`src/rtl/fetch_seq.sv`:
```
// Instruction fetch sequencer: IDLE/RUN/HALT control, PC generation and a saturating RUN-cycle counter.
// Define FETCH_LUT_EN to take branch targets from a writable 16-entry table instead of PC-relative offsets.
module fetch_seq #(
    parameter int PC_W  = 10,
    parameter int CNT_W = 16
) (
    input  logic             Clk,
    input  logic             Reset,
    input  logic             Start,
    input  logic [PC_W-1:0]  StartAddr,
    input  logic             Branch,
    input  logic             BrFlag,
    input  logic [7:0]       BrField,
    input  logic             Ack,
    input  logic             Stall,
`ifdef FETCH_LUT_EN
    input  logic             LutWe,
    input  logic [3:0]       LutAddr,
    input  logic [PC_W-1:0]  LutData,
`endif
    output logic [PC_W-1:0]  PC,
    output logic             Busy,
    output logic             Done,
    output logic [CNT_W-1:0] CycleCnt
);

    typedef enum logic [1:0] {
        ST_IDLE = 2'd0,
        ST_RUN  = 2'd1,
        ST_HALT = 2'd2
    } state_t;

    state_t           state_q, state_d;
    logic [PC_W-1:0]  pc_q, pc_d;
    logic [CNT_W-1:0] cnt_q, cnt_d;
    logic [PC_W-1:0]  target_s;
    logic             taken_s;

`ifdef FETCH_LUT_EN
    logic [PC_W-1:0] lut_q [16];

    // Target table; a same-cycle write lands after this cycle's read, so readers see the old entry.
    always_ff @(posedge Clk or negedge Reset) begin
        if (!Reset) begin
            for (int i = 0; i < 16; i++) begin
                lut_q[i] <= {PC_W{1'b0}};
            end
        end else if (LutWe) begin
            lut_q[LutAddr] <= LutData;
        end else begin
            lut_q[LutAddr] <= lut_q[LutAddr];
        end
    end

    assign target_s = lut_q[BrField[3:0]];
`else
    function automatic logic [PC_W-1:0] sext8(input logic [7:0] v);
        logic [PC_W-1:0] r;
        for (int i = 0; i < PC_W; i++) begin
            r[i] = (i < 8) ? v[i[2:0]] : v[7];
        end
        return r;
    endfunction

    assign target_s = pc_q + sext8(BrField);
`endif

    assign taken_s = Branch & BrFlag;

    // State, PC and counter registers.
    always_ff @(posedge Clk or negedge Reset) begin
        if (!Reset) begin
            state_q <= ST_IDLE;
            pc_q    <= {PC_W{1'b0}};
            cnt_q   <= {CNT_W{1'b0}};
        end else begin
            state_q <= state_d;
            pc_q    <= pc_d;
            cnt_q   <= cnt_d;
        end
    end

    // Next-state, next-PC and counter update; Ack outranks a taken branch.
    always_comb begin
        state_d = state_q;
        pc_d    = pc_q;
        cnt_d   = cnt_q;
        case (state_q)
            ST_IDLE, ST_HALT: begin
                if (Start) begin
                    state_d = ST_RUN;
                    pc_d    = StartAddr;
                    cnt_d   = {CNT_W{1'b0}};
                end else begin
                    state_d = state_q;
                end
            end
            ST_RUN: begin
                if (Stall) begin
                    state_d = ST_RUN;
                end else begin
                    if (cnt_q != {CNT_W{1'b1}}) begin
                        cnt_d = cnt_q + {{(CNT_W-1){1'b0}}, 1'b1};
                    end else begin
                        cnt_d = cnt_q;
                    end
                    if (Ack) begin
                        state_d = ST_HALT;
                    end else if (taken_s) begin
                        pc_d = target_s;
                    end else begin
                        pc_d = pc_q + {{(PC_W-1){1'b0}}, 1'b1};
                    end
                end
            end
            default: begin
                state_d = ST_IDLE;
                pc_d    = {PC_W{1'b0}};
                cnt_d   = {CNT_W{1'b0}};
            end
        endcase
    end

    assign PC       = pc_q;
    assign CycleCnt = cnt_q;
    assign Busy     = (state_q == ST_RUN);
    assign Done     = (state_q == ST_HALT);

endmodule

```
`config.mk`:
```
export PLATFORM = sky130hd
export DESIGN_NAME = fetch_seq
export DESIGN_NICKNAME = d
export VERILOG_FILES = /design/src/rtl/fetch_seq.sv
export SDC_FILE = /design/constraint.sdc
export NUM_CORES = 1
export LEC_CHECK = 0
export CAP_MARGIN = 20
export CORE_UTILIZATION = 47
export CTS_BUF_LIST = sky130_fd_sc_hd__clkbuf_16
export CTS_CLUSTER_DIAMETER = 40
export DETAILED_ROUTE_END_ITERATION = 7
export PLACE_DENSITY_LB_ADDON = 0.3
export SLEW_MARGIN = 30
export SYNTH_ARGS = -nofsm -noshare
export SYNTH_HDL_FRONTEND = slang
export SYNTH_SLANG_ARGS = --single-unit
```
`constraint.sdc`:
```
create_clock -name Clk -period 3.1 [get_ports Clk]
set_clock_uncertainty 0.2 [all_clocks]
set_input_delay 0.775 -clock Clk [delete_from_list [all_inputs] [get_ports Clk]]
set_output_delay 0.775 -clock Clk [all_outputs]
set_load 0.02 [all_outputs]
```
Word level (Yosys, flattened, before mapping)
Index checks and enable logic that the tools add are counted.
{ "word_totals": {"out_inout_bits": 28, "elab_cells": 33, "mem_count": 0, "latchBits": 0, "in_bits": 25, "ff_bits": 28, "mem_bits_rw": 0, "rom_bits": 0} }
{ "classes": {"bitwise": 1, "n_eq_ne": 8, "mux": 13, "shifts": 0, "reduce_logical": 5, "div": 0, "magnitude_cmp": 0, "n_mul": 0, "n_addsub": 3} }
{ "op_table": {"columns": ["cell", "n"], "rows": [
  ["2-to-1 mux 16 bit", 3],
  ["2-to-1 mux 10 bit", 4],
  ["one-hot mux 16 bit (2 select lines)", 1],
  ["one-hot mux 10 bit (2 select lines)", 1],
  ["adder 16 x 1 -> 16 bit, second input constant", 1],
  ["!= test 16 bit, second input constant", 1],
  ["adder 10 x 1 -> 10 bit, second input constant", 1],
  ["adder 10 bit", 1],
  ["2-to-1 mux 2 bit", 3],
  ["!= test 2 bit, second input constant", 3],
  ["AND reduction 3 bit", 2],
  ["one-hot mux 2 bit (2 select lines)", 1],
  ["!= test 3 bit, second input constant", 1],
  ["equality test 2 x 1 -> 1 bit, second input constant", 1],
  ["equality test 2 bit, second input constant", 1],
  ["logical NOT 2 bit", 1],
  ["!= test 2 x 1 -> 1 bit, second input constant", 1],
  ["AND reduction 2 bit", 1],
  ["OR reduction 2 bit", 1],
  ["bitwise AND 1 bit", 1]
]} }

Logic depth before layout (Yosys ltp)
{ "depth": {"depth_word": 5, "mapped_depth": 9, "mapped_depth_nobuf": 9} }

Least setup slack after synthesis
Ideal clock, no wire load.
{ "synth_timing": {"path_kind": "input-to-reg", "startpoint": "in BrField[0]", "endpoint": "reg pc_q[8], in the netlist PC[8]", "arrival_ps": 2652, "required_ps": 2774, "n_path_buf": 0, "setup_ps": 126, "cell_stages": 9, "slack_ps": 122, "path_cell_list": "nand3b_1 -> ha_1 -> fa_1 -> a21o_1 -> a21o_1 -> a221oi_1 -> xor2_1 -> nor3_1 -> a221o_1"} }
{ "synth_via": {"elab_chain_len": 5} }
{ "synth_lines": {"columns": ["item", "line_no", "source"], "rows": [
  ["start, declared", "13", "input logic [7:0] BrField,"],
  ["adder 10 bit", "65", "assign target_s = pc_q + sext8(BrField);"],
  ["2-to-1 mux 10 bit", "109", "end else if (taken_s) begin"],
  ["2-to-1 mux 10 bit", "107", "if (Ack) begin"],
  ["2-to-1 mux 10 bit", "99", "if (Stall) begin"],
  ["one-hot mux 10 bit (2 select lines)", "88", "case (state_q)"],
  ["end signal, assigned", "74", "pc_q <= {PC_W{1'b0}};"],
  ["end signal, assigned", "78", "pc_q <= pc_d;"],
  ["end, declared", "34", "logic [PC_W-1:0] pc_q, pc_d;"]
]} }
No other way between the ends. The select of a mux whose other input is x is not followed.
A chain may end at the register's enable or synchronous reset.

Worst setup path in the final report
{ "layout_timing": {"startpoint": "in BrField[1]", "endpoint": "reg pc_q[9], in the netlist PC[9]"} }
Same word-level chain as after synthesis.

==> impl_metrics.toml <==
[finish]
syn_to_final_growth_pct = 45.9
n_antenna_cell = 0
design_area_um2 = 2650
finish.net_count = 299
drive_gt1_share_pct = 15.3

[critical_path]
cp_slowest_cell = "clkdlybuf4s50_1"
critical_path_depth = 9
critPathTopFamily = "compound AO/OA/AOI/OAI gates"
cp-end-kind = "flip-flop"
worst_path_most_repeated_cell = "a211oi_2"
required_ns = 3.05
worstSetupStartpoint = "BrField[1]"
worstPathMaxFanout = 3
ff2ff_setup_slack_ns = 0.59
crit_buf_inv = 1
critical_path.cell_chain = "clkdlybuf4s50_1, and3_4, ha_1, a211oi_2, o21bai_2, a211oi_2, xor2_1, a21o_1, a221o_1"
crit_arrival_ns = 2.97
r2r-start = "PC[0]$_DFFE_PN0P_"
max_stage_delay_ns = 0.46
r2r-end = "PC[6]$_DFFE_PN0P_"
startpoint_type = "input pin"
path_class = "input pin to flip-flop"
r2r_cells = 9
crit_end = "PC[9]$_DFFE_PN0P_"

[global_route]
grt_pass1_vias = 1663
grt_max_degree = 29
antenna_found_initial = 0
grt_pass1_wl_mm = 7.89
overflow = 0
grt_usage_pct = 24.9

[clock_network]
clk_latency_ns = 0.27
clk_pin_slew_ns = 0.07
clock_sinks = 28
clock_path_buffers = 2
cts_root_buf = "clkbuf_16"
htreeDepth = 1
numCtsBuffers = 3
cts_tree = "done"

[power_and_ir_drop]
power_switching_share_pct = 39.7
p_clk_share_pct = 19.4
p_int_mw = 1.21
pwr-share-comb_pct = 53.1
power.switching_uw = 796
seq_power_share_pct = 27.5
vdd_drop_max_v = 0.000404
power.density_nw_per_um2 = 758
power_leakage_nw = 1.19

[sta]
min_period_ns = 3.02
min_period_over_period_pct = 97.4
final_hold_viol_count = 0
whs_ns = 0.334
finalSetupTns_ns = 0
relSlewSlack_pct = 48.3
slew_violations = 0
worst_slack_ns = 0.0798
worst_pin_slew_ns = 0.770
grt_setup_unrepaired = "no"
setup_viol = 0
fmax_ghz = 0.331

[floorplanning]
fp.dieW_um = 64.1
initial_core_util_pct = 49.2
ios = 53
die_area_um2 = 4110
coreArea_um2 = 3690
num_rows = 22
fp.dieH_um = 64.1

[logic_synthesis]
synth_area_leaders = "dfrtp_1, ha_1, xnor2_1"
synthCells = 192
syn_area_per_cell_um2 = 9.45
synth.top_cell.area_share_pct = 38.6
synthesis.nets = 228
syn_area_um2 = 1810
synth.ff_latch_count = 28
synth_common_cells = "dfrtp_1, nor2_1, nand2_1, xnor2_1, a21oi_1"
yosys_warnings = 0
yosysMostFrequentCell = "dfrtp_1"
seq_area_frac_synth_pct = 38.6
ys_types = 42
yosys.area.top_type = "dfrtp_1"
yosys_most_used_dff = "dfrtp_1"
synth-edff-count = 0
synthArstFlopShare_pct = 100

[detailed_routing]
post_drt_wl_per_cell_um = 15.2
num_vias = 1714
antenna_left = 0
drt-initial-drc-count = 82
vias_per_cell = 5.53
drc_errors = 0
wirelength_mm = 4.70
dr.pass1.iters = 4

[placement]
port-buffer-count = 52
gp_congestion = 0.822
placed_area_um2 = 2500
place_hpwl_mm = 3.35
dp_slack_ns = -0.464

[worst_hold_path]
min_path_type = "flip-flop to flip-flop"

[run]
drv_cap = 0

[run_status]
status = "finished, final reports clean"
## final cells by class
| class | instances | area (um^2) |
|---|---|---|
| sequential | 28 | 701 |
| fill | 306 | 1040 |
| timing repair buffer | 70 | 656 |
| tap | 48 | 60.1 |
| clock buffer | 3 | 75.1 |
| multi-input combinational | 152 | 1100 |
| inverter | 8 | 30.0 |
| clock inverter | 1 | 30.0 |
## layer usage
metal | vias up | track usage (%) | part of all wire [%]
met5 | - | 0 | 0
met4 | 0 | 6.94 | 1.2
met3 | 5 | 4.29 | 5.1
met2 | 53 | 41.8 | 48
met1 | 819 | 32.8 | 46
li1 | 837 | - | -
## repair_timing
action | 4_1_cts | 5_1_grt
hold buffers | 0 | 0
buffers inserted | 0 | 1
pin swaps | 2 | 10
setup endpoints to repair | 5 | 4
resized for setup | 10 | 3
## cells by family after synthesis
group	after synthesis	share of synthesized area, %
fa+ha+maj	11	8.00
simple gates	74	22.3
flops	28	38.6
buf+inv	12	3.10
compound gates	47	18.2
mux	1	0.621
xor+xnor	19	9.17
## power by group through the flow
stage / clock, mW / combinational [mW] / sequential, mW
floorplan: 0 / 0.521 / 0.629
global placement: 0 / 0.992 / 0.553
detailed placement: 0 / 1.01 / 0.554
CTS: 0.392 / 1.05 / 0.550
global route: 0.412 / 1.16 / 0.566
finish: 0.389 / 1.07 / 0.552
## cell usage in the layout, fill, tap and decap left out, types with 2 or more instances in the layout
master	count
a211oi_1	2
a211oi_2	2
a21o_1	7
a21oi_1	10
a21oi_2	2
a221o_1	4
and3_1	8
buf_4	18
clkbuf_16	3
clkdlybuf4s50_1	49
dfrtp_1	28
dlygate4sd2_1	2
ha_1	9
inv_1	7
nand2_1	12
nand3_1	6
nor2_1	21
nor2b_1	4
nor3_1	6
nor4_1	4
o21ai_0	7
o21ai_1	4
or3_1	2
xnor2_1	12
xor2_1	7
## state kept, by name (all words and copies together) (netlist names)
name and cells:
CycleCnt 16, state_q 2, PC 10
## worst min path at each step
| stage | endpoint | slack (ns) | startpoint | cells past startpoint |
|---|---|---|---|---|
| floorplan | CycleCnt[0]$_DFFE_PN0P_ | 0.28 | Reset | 0 |
| global placement | PC[6]$_DFFE_PN0P_ | 0.31 | PC[6]$_DFFE_PN0P_ | 2 |
| detailed placement | PC[6]$_DFFE_PN0P_ | 0.31 | PC[6]$_DFFE_PN0P_ | 2 |
| CTS | PC[2]$_DFFE_PN0P_ | 0.34 | PC[2]$_DFFE_PN0P_ | 2 |
| global route | PC[2]$_DFFE_PN0P_ | 0.36 | PC[2]$_DFFE_PN0P_ | 2 |
| finish | PC[2]$_DFFE_PN0P_ | 0.33 | PC[2]$_DFFE_PN0P_ | 2 |
## tightest hold or removal path: stages (launching register included)
cell and delay, ns:
dfrtp_1 0.38, nand2_1 0.05, o21ai_0 0.06
## per-stage QoR
step                      power (mW)  utilization, %  cells
after floorplan                 1.15               -    192
after global placement          1.54            67.7    305
after detailed placement        1.56            67.7    305
after CTS                       1.99            71.2    309
after global routing            2.13            71.8    310
final                           2.01            71.8    310
No activity file was read; power rests on OpenSTA's default activity.
